File: src/rtl/rv_fetch_queue.sv
// rv_fetch_queue: instruction-fetch front end.
// Issues sequential fetches over a req/gnt/rvalid memory port with several
// requests in flight, buffers the returned words (tagged with their PC) in a
// small circular queue toward decode, and handles redirects: the queue is
// flushed, in-flight responses are dropped through a discard counter, and a
// misaligned target parks the unit in FAULT behind a single fault entry.
//
// Handshakes: ImemReq/ImemGnt transfer a request on a cycle where both are 1.
// ImemRvalid returns one response per grant, in order. InstrValid/InstrReady
// transfer the head entry on a cycle where both are 1. A valid output never
// depends combinationally on the matching ready input.
module rv_fetch_queue #(
    parameter int                  PC_WIDTH        = 32,
    parameter int                  INSTR_WIDTH     = 32,
    parameter int                  DEPTH           = 4,
    parameter int                  MAX_OUTSTANDING = 2,
    parameter logic [PC_WIDTH-1:0] RESET_PC        = '0
) (
    input  logic                   clk,
    input  logic                   Reset,
    output logic                   ImemReq,
    output logic [PC_WIDTH-1:0]    ImemAddr,
    input  logic                   ImemGnt,
    input  logic                   ImemRvalid,
    input  logic [INSTR_WIDTH-1:0] ImemRdata,
    input  logic                   RedirectValid,
    input  logic [PC_WIDTH-1:0]    RedirectPc,
    output logic                   InstrValid,
    input  logic                   InstrReady,
    output logic [INSTR_WIDTH-1:0] Instr,
    output logic [PC_WIDTH-1:0]    InstrPc,
    output logic                   InstrFault,
    output logic                   fsm_state
);

    localparam int CW = $clog2(DEPTH + 1);
    localparam int PW = (DEPTH > 1) ? $clog2(DEPTH) : 1;
    localparam logic [CW:0]   DEPTH_CREDIT = (CW + 1)'(DEPTH);
    localparam logic [CW-1:0] DEPTH_COUNT  = CW'(DEPTH);
    localparam logic [CW-1:0] MAX_OUT      = CW'(MAX_OUTSTANDING);
    localparam logic [PW-1:0] LAST_SLOT    = PW'(DEPTH - 1);

    typedef enum logic {
        RUN   = 1'b0,
        FAULT = 1'b1
    } state_t;

    state_t                 state;
    state_t                 state_next;
    logic [PC_WIDTH-1:0]    fetch_pc;
    logic [PC_WIDTH-1:0]    resp_pc;
    logic [CW-1:0]          count;
    logic [CW-1:0]          outstanding;
    logic [CW-1:0]          discard;
    logic [CW-1:0]          outstanding_next;
    logic [CW:0]            credit_used;
    logic [PW-1:0]          head;
    logic [PW-1:0]          tail;
    logic [INSTR_WIDTH-1:0] data_mem  [DEPTH];
    logic [PC_WIDTH-1:0]    pc_mem    [DEPTH];
    logic [DEPTH-1:0]       fault_mem;

    logic grant;
    logic pop;
    logic keep;
    logic drop;
    logic redirect_misaligned;

    function automatic logic [PW-1:0] ptr_inc(input logic [PW-1:0] p);
        return (p == LAST_SLOT) ? '0 : p + PW'(1);
    endfunction

    // Next-state logic: a redirect picks RUN or FAULT from target alignment.
    always_comb begin
        state_next = state;
        if (RedirectValid) begin
            state_next = redirect_misaligned ? FAULT : RUN;
        end
    end

    // State register.
    always_ff @(posedge clk) begin
        if (Reset) begin
            state <= RUN;
        end else begin
            state <= state_next;
        end
    end

    // Request credit, handshake qualifiers and head outputs.
    always_comb begin
        redirect_misaligned = |RedirectPc[1:0];
        // Entries queued plus responses still to be kept must fit the queue.
        credit_used = {1'b0, count} + {1'b0, outstanding} - {1'b0, discard};
        ImemReq     = !Reset && (state == RUN) && (credit_used < DEPTH_CREDIT)
                      && (outstanding < MAX_OUT);
        ImemAddr    = fetch_pc;
        grant       = ImemReq && ImemGnt;
        drop        = ImemRvalid && (discard != '0);
        keep        = ImemRvalid && (discard == '0) && (state == RUN) && !RedirectValid;
        InstrValid  = (count != '0);
        pop         = InstrValid && InstrReady && !RedirectValid;
        outstanding_next = outstanding + CW'(grant) - CW'(ImemRvalid);
        Instr       = InstrValid ? data_mem[head] : '0;
        InstrPc     = InstrValid ? pc_mem[head]   : '0;
        InstrFault  = InstrValid && fault_mem[head];
        fsm_state   = (state == FAULT);
    end

    // Fetch/response PCs, counters and queue pointers; redirect wins over all.
    always_ff @(posedge clk) begin
        if (Reset) begin
            fetch_pc    <= RESET_PC;
            resp_pc     <= RESET_PC;
            count       <= '0;
            outstanding <= '0;
            discard     <= '0;
            head        <= '0;
            tail        <= '0;
        end else begin
            outstanding <= outstanding_next;
            if (RedirectValid) begin
                // Every request still unanswered after this edge is stale.
                discard  <= outstanding_next;
                fetch_pc <= RedirectPc;
                resp_pc  <= RedirectPc;
                head     <= '0;
                if (redirect_misaligned) begin
                    count <= CW'(1);
                    tail  <= ptr_inc('0);
                end else begin
                    count <= '0;
                    tail  <= '0;
                end
            end else begin
                if (grant) begin
                    fetch_pc <= fetch_pc + PC_WIDTH'(4);
                end
                if (drop) begin
                    discard <= discard - CW'(1);
                end
                if (keep) begin
                    resp_pc <= resp_pc + PC_WIDTH'(4);
                    tail    <= ptr_inc(tail);
                end
                if (pop) begin
                    head <= ptr_inc(head);
                end
                count <= count + CW'(keep) - CW'(pop);
            end
        end
    end

    // Queue storage: kept responses, or the single fault entry at slot 0.
    always_ff @(posedge clk) begin
        if (!Reset) begin
            if (RedirectValid && redirect_misaligned) begin
                data_mem[0]  <= '0;
                pc_mem[0]    <= RedirectPc;
                fault_mem[0] <= 1'b1;
            end else if (keep) begin
                data_mem[tail]  <= ImemRdata;
                pc_mem[tail]    <= resp_pc;
                fault_mem[tail] <= 1'b0;
            end
        end
    end

    // Invariants: the credit rule prevents overflow; discards never exceed in-flight.
    always_ff @(posedge clk) begin
        if (!Reset) begin
            assert (!(keep && !pop && (count == DEPTH_COUNT)));
            assert (discard <= outstanding);
            assert (outstanding <= MAX_OUT);
        end
    end

endmodule

File: config.mk
export PLATFORM = sky130hd
export DESIGN_NAME = rv_fetch_queue
export DESIGN_NICKNAME = d
export VERILOG_FILES = /design/src/rtl/rv_fetch_queue.sv
export SDC_FILE = /design/constraint.sdc
export NUM_CORES = 1
export LEC_CHECK = 0
export ABC_AREA = 0
export CORE_MARGIN = 2
export CORE_UTILIZATION = 59
export DETAILED_ROUTE_END_ITERATION = 6
export GPL_ROUTABILITY_DRIVEN = 1
export PLACE_DENSITY = 0.83
export SETUP_SLACK_MARGIN = 0.2
export SYNTH_ARGS = -nofsm -noshare
export SYNTH_HDL_FRONTEND = slang
export SYNTH_SLANG_ARGS = --single-unit
File: constraint.sdc
create_clock -name clk -period 22.3 [get_ports clk]
set_input_delay 4.46 -clock clk [delete_from_list [all_inputs] [get_ports clk]]
set_output_delay 4.46 -clock clk [all_outputs]
set_load 0.01 [all_outputs]
==> impl_metrics.toml, run 1 <==
[sta]
fin_crit_ps = 10440
tns_ps = 0
final_hold_viol_count = 0
skew_ps = 10.1
fin_crit_sh_pct = 46.8
slew_headroom_pct = 33.0
setup_violations = 0
tightest_slew_ps = 1010
slew_violations = 0
fmax_ghz = 0.0958
rsz0062_at_grt = "no"

[synth]
synthArstFlopShare_pct = 0
syn_area_per_cell_um2 = 15.0
synth_edf_count = 260
synth-seq-cells = 340
synth_area_leaders = "edfxtp_1, dfxtp_1, mux4_2, and2_1, mux2_2"
syn_inst = 994
yosysSeqAreaShare_pct = 63.0
synthTopCellsByCount = "edfxtp_1, and2_1, dfxtp_1, mux4_2, o21a_1"
synth.largest_area_cell = "edfxtp_1"
syn_area_um2 = 14900
synth_top_area_share_pct = 52.3
synth_most_common_cell = "edfxtp_1"
yosys.cell_types.count = 59
synthFlopType = "edfxtp_1"
ys_warn_count = 0
synth_nets = 1085

[final_layout]
syn2layout_area_growth_pct = 21.0
register_area_um2 = 9410
nNetsFinal = 1253
drive_gt1_share_pct = 15.7
n_antenna_cell = 0
multiInputGateArea_um2 = 5230
fillers = 1598

[clock_network]
post_cts_resized = 0
cts_setup_buffers = 0
clock_sinks = 340
cts_max_level = 2
cts_buffer_depth = 3
postCtsHoldBufs = 0
numCtsBuffers = 35
path_clk_slew_ps = 60
cts_tree = "yes"
clk_latency_ps = 500
cts-root-buf = "clkbuf_16"

[global_route]
antenna_found_initial = 0
overflow = 0
grt_pass1_wl_mm = 48.0
grt_use_total_pct = 23.5
grt_pass1_vias = 8941
grt_max_degree = 70

[detailed_routing]
wirelength_mm = 30.6
vias = 8944
antenna_left = 0
route.detailed.drc = 0
drt_pass1_iterations = 5
vias_per_cell = 5.89
drtIter0Drc = 619
wl_per_cell_um = 20.2

[pwr]
powerDensity_nw_per_um2 = 81.6
ir_drop_mv = 0.0614
p_total_mw = 1.47
power.leakage_nw = 6.09

[worst_setup_path]
crit_fanout = 26
worstPathArrival_ps = 5980
worstSetupPathType = "in2out"
crit_family = "buffers and inverters"
critPathSlowestCell = "clkdlybuf4s50_1"
cp_common_cell = "clkdlybuf4s50_1"
path_cells = "clkdlybuf4s50_1 -> buf_4 -> nor4b_1 -> clkdlybuf4s50_1"
worst-path-buf-inv = 3
cp_data_required_time_ps = 17840
critical-path-max-stage-delay_ps = 590
cp-end-kind = "output pin"
critPathLaunchType = "input pin"

[die]
dieHeight_um = 163
die_area_um2 = 26600
core_um2 = 25000
die_w_um = 163
io_pins = 170
start_util_pct = 59.6
fp-row-count = 58

[flow_run]
maxCapViolCount = 0

[placement]
hpwl_mm = 19.0
gp_congestion = 0.861
portBuffers = 169

[outcome]
outcome = "finished clean"

[worst_hold_path]
min_path_type = "reg2reg"
==> cell usage in the layout, fill, tap and decap left out, types with 7 or more instances in the layout <==
master	Yosys	routed
dfxtp_1	80	78
o31a_1	21	21
nand3_1	18	18
clkbuf_16	0	37
o21a_1	45	45
mux4_2	65	65
nor2_1	25	22
edfxtp_1	260	260
and2_1	99	99
xor2_1	13	13
a21boi_0	15	15
inv_1	29	29
a21oi_1	20	19
nand2_1	43	43
nor3_1	21	21
clkbuf_1	35	10
ha_1	17	17
buf_4	1	13
o21ai_0	10	10
mux2_2	30	30
o2111ai_1	7	7
clkdlybuf4s50_1	0	169
nand4_1	9	9
xnor2_1	25	25
==> layout make-up <==
type / count / area share, %
Clock buffer: 53 / 5.79
Clock inverter: 10 / 0.305
Inverter: 31 / 0.644
Tap cell: 330 / 2.29
Sequential cell: 340 / 52.1
Timing Repair Buffer: 182 / 9.91
Multi-Input combinational cell: 572 / 28.9
==> worst reg2reg max path, stage by stage (launching register included) <==
cell	delay, ps
dfxtp_1	370
inv_1	100
fa_1	540
inv_1	40
ha_1	270
and3b_1	220
nor4_4	790
o21ai_1	430
ha_1	390
inv_1	50
ha_1	130
inv_1	40
fa_1	380
xnor2_1	170
a211oi_1	260
==> layer usage <==
layer / global-route usage, % / share of wire, % / up-vias
met4: 6.03 / 2.0 / 0
li1: - / - / 4156
met5: 0 / 0 / -
met3: 4.70 / 6.8 / 49
met2: 37.8 / 47 / 326
met1: 33.2 / 44 / 4413
==> metrics by stage <==
| stage | setup slack [ps] | util, % | hold WS, ps | cells | instance area, um^2 |
|---|---|---|---|---|---|
| floorplan | 10590 | - | 433 | 994 | 14900 |
| global placement | 11830 | 67.7 | 451 | 1455 | 17000 |
| detailed placement | 11860 | 67.7 | 455 | 1455 | 17000 |
| CTS | 11850 | 72.1 | 461 | 1518 | 18100 |
| global route | 11770 | 72.1 | 476 | 1518 | 18100 |
| finish | 11860 | 72.1 | 464 | 1518 | 18100 |
==> logic make-up after synthesis <==
logic type / share of synthesized area (%)
simple gates: 11.0
buf+inv: 2.22
compound gates: 7.41
fa+ha+maj: 1.96
xor+xnor: 2.23
flops: 63.0
mux: 12.1
==> worst paths after layout <==
| check | start | endpoint | slack [ps] | depth (start not counted) |
|---|---|---|---|---|
| worst max register to register | count[1] | discard[2] | 18030 | 14 |
| worst min register to register | resp_pc[1] | resp_pc[1] | 460 | 2 |
| worst max-delay path | Reset | ImemReq | 11860 | 4 |
| worst min-delay path | resp_pc[1] | resp_pc[1] | 460 | 2 |
==> where the power goes <==
group	leakage, nW	switching (mW)	internal, mW	total [mW]
Clock	0.536	0.227	0.324	0.552
Combinational	2.36	0.103	0.0947	0.198
Sequential	3.19	0.0186	0.706	0.725
Total	6.09	0.349	1.13	1.47
==> sequential cells by signal, summed over array words and instances, names as in the netlist, named ones only <==
signal	count
discard	3
head	2
fault_mem	4
count	3
ImemAddr	32
resp_pc	32
data_mem	128
outstanding	3
tail	2
pc_mem	128
fsm_state	1
Power figures use the tool's default switching activity.
==> inputs of run 2 (changes only) <==
--- a/config.mk
+++ b/config.mk
@@ -7,10 +7,10 @@
 export LEC_CHECK = 0
 export ABC_AREA = 0
 export CORE_MARGIN = 2
-export CORE_UTILIZATION = 59
+export CORE_UTILIZATION = 51
 export DETAILED_ROUTE_END_ITERATION = 6
 export GPL_ROUTABILITY_DRIVEN = 1
-export PLACE_DENSITY = 0.83
+export PLACE_DENSITY = 0.76
 export SETUP_SLACK_MARGIN = 0.2
 export SYNTH_ARGS = -nofsm -noshare
 export SYNTH_HDL_FRONTEND = slang
==> constraint.sdc (replaced) <==
create_clock -name clk -period 8.6 [get_ports clk]
set_input_delay 1.72 -clock clk [delete_from_list [all_inputs] [get_ports clk]]
set_output_delay 1.72 -clock clk [all_outputs]
set_load 0.01 [all_outputs]
==> run 2 against run 1 <==
  * Hold slack better by 2.8 ps
  * Critical path type is now reg2out
  * Sequential power grew to 2.6 times the previous value
  * Core utilization shrank 9.1 points
  * Largest cell class unchanged
  * Power rose to 2.6 times the previous value
  * Register-to-register slack worse by 14000 ps
  * Critical endpoint unchanged
  * Routed wire length rose by 3.9%
  * Die area rose by 15%
==> impl_metrics.toml, run 2 (same netlist as run 1, synthesis figures left out) <==
[outcome]
outcome = "finished clean"

[global_route]
met2_usage_pct = 34.5
antenna_found_initial = 0
met3_usage_pct = 3.26
grt_pass1_wl_mm = 50.2
grt_max_degree = 71
overflow = 0
grtUsageMet1_pct = 29.8
grt_use_total_pct = 21.0
top_usage_layer = "met2"
grt_pass1_vias = 9085

[clock_network]
clock_sinks = 340
path_clk_slew_ps = 70
postCtsHoldBufs = 0
cts_tree = "yes"
cts_setup_buffers = 0
cts-root-buf = "clkbuf_16"
cts_buffer_depth = 3
numCtsBuffers = 34
post_cts_resized = 0
clk_latency_ps = 510
cts_max_level = 2

[sta]
slew_violations = 0
tns_ps = 0
setup_violations = 0
slew_headroom_pct = 31.8
fin_ws_ps = 3060
tightest_slew_ps = 1020
fmax_ghz = 0.180
fin_crit_sh_pct = 64.5
final_hold_viol_count = 0
rsz0062_at_grt = "no"
skew_ps = 16.1
fin_crit_ps = 5540

[detailed_routing]
vias = 8962
route.detailed.drc = 0
wirelength_mm = 31.8
drtIter0Drc = 768
wl_per_cell_um = 20.3
vias_per_cell = 5.72
antenna_left = 0
drt_pass1_iterations = 6

[worst_setup_path]
r2r_slack_ps = 4370
worstPathArrival_ps = 3820
cp_common_cell = "inv_1"
worstSetupPathType = "reg2out"
worst-path-buf-inv = 3
critical_path.reg2reg.startpoint = "count[1]"
cp_data_required_time_ps = 6880
r2r_end = "discard[2]"
cp-end-kind = "output pin"
r2r_cells = 14
critical-path-max-stage-delay_ps = 700
critPathSlowestCell = "nor4_4"
critPathLaunchType = "register"
path_cells = "inv_1 -> fa_1 -> inv_1 -> ha_1 -> and3b_1 -> nor4_4 -> nor2_1 -> nor4b_1 -> clkdlybuf4s50_1"
crit_fanout = 17
crit_family = "simple AND/OR/NAND/NOR gates"

[final_layout]
mostFrequentLayoutCell = "edfxtp_1"
fillers = 2151
syn2layout_area_growth_pct = 21.5
final_cell_mix = "edfxtp_1, clkdlybuf4s50_1, and2_1"
drive_gt1_share_pct = 15.6
n_antenna_cell = 0
final_cells = 1568
nNetsFinal = 1251
reg_top3 = "data_mem: 128 flops, pc_mem: 128 flops"

[die]
io_pins = 170
core_um2 = 28800
die_area_um2 = 30600
start_util_pct = 51.9
dieHeight_um = 175
fp-row-count = 62
die_w_um = 175

[pwr]
pwr-share-comb_pct = 13.3
switching_share_pct = 23.6
power.leakage_nw = 6.08
ir_drop_mv = 0.179
p_int_mw = 2.95
p_switching_uw = 910
p_seq_share_pct = 48.7
clockPowerShare_pct = 38.0
powerDensity_nw_per_um2 = 213

[flow_run]
maxCapViolCount = 0

[placement]
hpwl_mm = 19.6
post-place-ws_ps = 2990
gp_congestion = 0.853
dp_cells = 1508
portBuffers = 169

[worst_hold_path]
hold_start = "resp_pc[1]"
whs_endpoint = "resp_pc[1]"
min_path_type = "reg2reg"
worstHoldPathCells = 2
-- run 2: cell count changes in the layout (fill, tap and decap cells not counted), moves of 2 or more --
cell	change
clkbuf_1	-6
clkbuf_8	-5
clkinv_1	+5
bufinv_16	+4
clkbuf_16	-2
-- run 2: worst min-delay path, cell delays in order (launching register included) --
cell and delay (ps):
dfxtp_1 310, nand2_1 50, a21oi_1 60
-- run 2: final cells by class --
class	instances	area, um^2	share of cell area, %
Clock inverter	20	203	1.12
Multi-Input combinational cell	572	5230	28.9
Clock buffer	40	905	4.99
Sequential cell	340	9410	51.9
Tap cell	384	480	2.65
Timing Repair Buffer	181	1780	9.83
Inverter	31	116	0.642
-- run 2: power groups by stage --
stage,combinational (mW),clock [mW],sequential [mW]
2_1_floorplan,0.316,0,1.90
3_3_place_gp,0.504,0,1.91
3_5_place_dp,0.512,0,1.91
4_1_cts,0.517,1.50,1.88
5_1_grt,0.562,1.57,1.89
6_report,0.512,1.47,1.88
-- run 2: worst max-delay path by stage --
stage          startpoint         endpoint  slack (ps)  cells after the start
5_1_grt          count[1]          ImemReq        2850                      9
4_1_cts          count[1]          ImemReq        3050                      9
6_report         count[1]          ImemReq        3060                      9
3_5_place_dp        Reset    pc_mem[1][26]        2990                      9
3_3_place_gp        Reset  data_mem[1][13]        3110                      9
2_1_floorplan  ImemRvalid   data_mem[2][0]        2340                      4
-- run 2: routing by layer --
| metal | vias to the layer above | share of wire (%) |
|---|---|---|
| li1 | 4147 | - |
| met1 | 4482 | 45 |
| met2 | 291 | 47 |
| met3 | 42 | 5.4 |
| met4 | 0 | 1.6 |
| met5 | - | 0 |
-- run 2: per-stage QoR --
step | instance area (um^2) | hold WS (ps) | util, % | power [mW]
floorplan | 14900 | 433 | - | 2.22
global placement | 17000 | 460 | 59.2 | 2.42
detailed placement | 17000 | 455 | 59.2 | 2.43
CTS | 18100 | 465 | 63.0 | 3.89
global route | 18100 | 495 | 63.0 | 4.01
finish | 18100 | 467 | 63.0 | 3.86
==> inputs of run 3 (changes only) <==
--- a/config.mk
+++ b/config.mk
@@ -7,10 +7,10 @@
 export LEC_CHECK = 0
 export ABC_AREA = 0
 export CORE_MARGIN = 2
-export CORE_UTILIZATION = 51
+export CORE_UTILIZATION = 56
 export DETAILED_ROUTE_END_ITERATION = 6
 export GPL_ROUTABILITY_DRIVEN = 1
-export PLACE_DENSITY = 0.76
+export PLACE_DENSITY = 0.8
 export SETUP_SLACK_MARGIN = 0.2
 export SYNTH_ARGS = -nofsm -noshare
 export SYNTH_HDL_FRONTEND = slang
==> constraint.sdc (replaced) <==
create_clock -name clk -period 5.52 [get_ports clk]
set_input_delay 1.104 -clock clk [delete_from_list [all_inputs] [get_ports clk]]
set_output_delay 1.104 -clock clk [all_outputs]
set_load 0.01 [all_outputs]
==> run 3 against run 2 <==
  * The flow now finishes with violations (design-rule violations)
  * Hold slack improved by 3.8 ps
  * Highest routed layer is now met5
  * Clock power is 63% higher
  * Critical path depth did not move
  * First-iteration DRC count decreased by 11%
  * Routed wire length up 2.1%
  * Power increased by 59%
  * Clock skew up 11 ps
  * Sequential power is 56% higher
  * Critical path type unchanged
  * Sequential share of layout area fell by 0.25 points
  * Register-to-register slack worse by 2800 ps
==> impl_metrics.toml, run 3 (same netlist as run 1, synthesis figures left out) <==
[outcome]
outcome = "finished with violations"
violations = "design-rule violations"

[worst_setup_path]
critPathSlowestCell = "clkdlybuf4s50_1"
critPathLaunchType = "register"
worstSetupPathType = "reg2out"
worstPathArrival_ps = 3470
crit_fanout = 17
r2r_cells = 14
path_cells = "inv_1 -> fa_1 -> inv_1 -> ha_1 -> and3b_1 -> o211a_1 -> nor2_1 -> nor4b_1 -> clkdlybuf4s50_1"
cp_common_cell = "inv_1"
cp_data_required_time_ps = 4420
cp-end-kind = "output pin"
critical-path-max-stage-delay_ps = 600

[global_route]
grt_use_total_pct = 23.5
grt_pass1_wl_mm = 51.0
grt_pass1_vias = 9322
overflow = 0
antenna_found_initial = 1
grt_max_degree = 69

[final_layout]
fin_util_pct = 69.7
drive_gt1_share_pct = 16.5
syn2layout_area_growth_pct = 22.1
final_cell_mix = "edfxtp_1, clkdlybuf4s50_1, and2_1"
final_cell_area_um2 = 18200
reg_top3 = "data_mem: 128 flops, pc_mem: 128 flops"
n_antenna_cell = 0
nNetsFinal = 1253
mostFrequentLayoutCell = "edfxtp_1"

[clock_network]
cts_tree = "yes"
clock_sinks = 340
path_clk_slew_ps = 60
cts_buffer_depth = 3
clk_latency_ps = 510
numCtsBuffers = 34
cts-root-buf = "clkbuf_16"
cts_setup_buffers = 0
post_cts_resized = 0
cts_max_level = 2
postCtsHoldBufs = 0

[die]
core_um2 = 26100
die_area_um2 = 28000
io_pins = 170
die_w_um = 167
dieHeight_um = 167
start_util_pct = 57.1
fp-row-count = 59

[sta]
tns_ps = 0
fin_crit_ps = 4570
slew_violations = 0
skew_ps = 27.2
rsz0062_at_grt = "no"
fin_ws_ps = 947
tightest_slew_ps = 1070
fmax_ghz = 0.219
hold-worst-slack_ps = 470
fin_crit_sh_pct = 82.8
final_hold_viol_count = 0
setup_violations = 0
slew_headroom_pct = 28.7

[placement]
portBuffers = 169
post-place-ws_ps = 1490
hpwl_mm = 20.5
placed_area_um2 = 17000
gp_congestion = 0.882

[pwr]
powerDensity_nw_per_um2 = 337
p_seq_share_pct = 47.8
p_switching_mw = 1.43
p_int_mw = 4.70
switching_share_pct = 23.4
clockPowerShare_pct = 39.1
pwr-share-comb_pct = 13.1
power.leakage_nw = 6.15
ir_drop_mv = 0.199

[detailed_routing]
antenna_left = 0
drt_pass1_iterations = 7
wl_per_cell_um = 21.3
vias_per_cell = 5.95
drtIter0Drc = 681
route.detailed.drc = 13
wirelength_mm = 32.5
vias = 9062

[flow_run]
maxCapViolCount = 0

[worst_hold_path]
min_path_type = "reg2reg"
worstHoldPathCells = 2
run 3: cell types whose count changed in the layout (fill, tap and decap cells not counted), moves of 3 or more:
cell,previous run,this run
clkinv_1,8,1
clkinv_2,5,8
buf_12,0,5
clkbuf_8,1,4
buf_4,12,9
run 3: critical path: cells and delay by family, from the launching register on:
family	cells	cell delay, ps
flops	1	370
simple gates	3	570
compound gates	1	480
buf+inv	3	740
fa+ha+maj	2	790
run 3: area by class of cell:
| class | count | area [um^2] |
|---|---|---|
| repair buffers | 183 | 1860 |
| clock inverters | 18 | 230 |
| multi-input cells | 572 | 5230 |
| inverters | 31 | 116 |
| clock buffers | 43 | 947 |
| fillers | 1713 | 7910 |
| flip-flops and latches | 340 | 9410 |
| well taps | 335 | 419 |
run 3: layer usage:
metal,up-vias,global-route usage (%),wire length [um]
met3,49,4.49,2300
met4,2,7.56,741
met1,4522,32.6,13900
met2,343,38.0,15500
li1,4146,-,-
met5,-,0,13
run 3: final timing paths:
path	start	endpoint	slack, ps
setup / recovery	count[1]	ImemReq	950
hold / removal	ImemAddr[0]	ImemAddr[0]	470
setup reg to reg	count[1]	discard[2]	1530
hold reg to reg	ImemAddr[0]	ImemAddr[0]	470
run 3: stage by stage:
stage          power [mW]  std cells
6_report             6.13       1522
4_1_cts              6.17       1522
5_1_grt              6.34       1522
2_1_floorplan        3.46        994
3_3_place_gp         3.76       1461
3_5_place_dp         3.78       1461
run 3: power by group through the flow:
| stage | Combinational [mW] | Sequential (mW) | Clock, mW |
|---|---|---|---|
| global placement | 0.780 | 2.98 | 0 |
| CTS | 0.809 | 2.93 | 2.43 |
| global route | 0.873 | 2.94 | 2.53 |
| finish | 0.803 | 2.93 | 2.40 |
| floorplan | 0.494 | 2.97 | 0 |
| detailed placement | 0.800 | 2.98 | 0 |
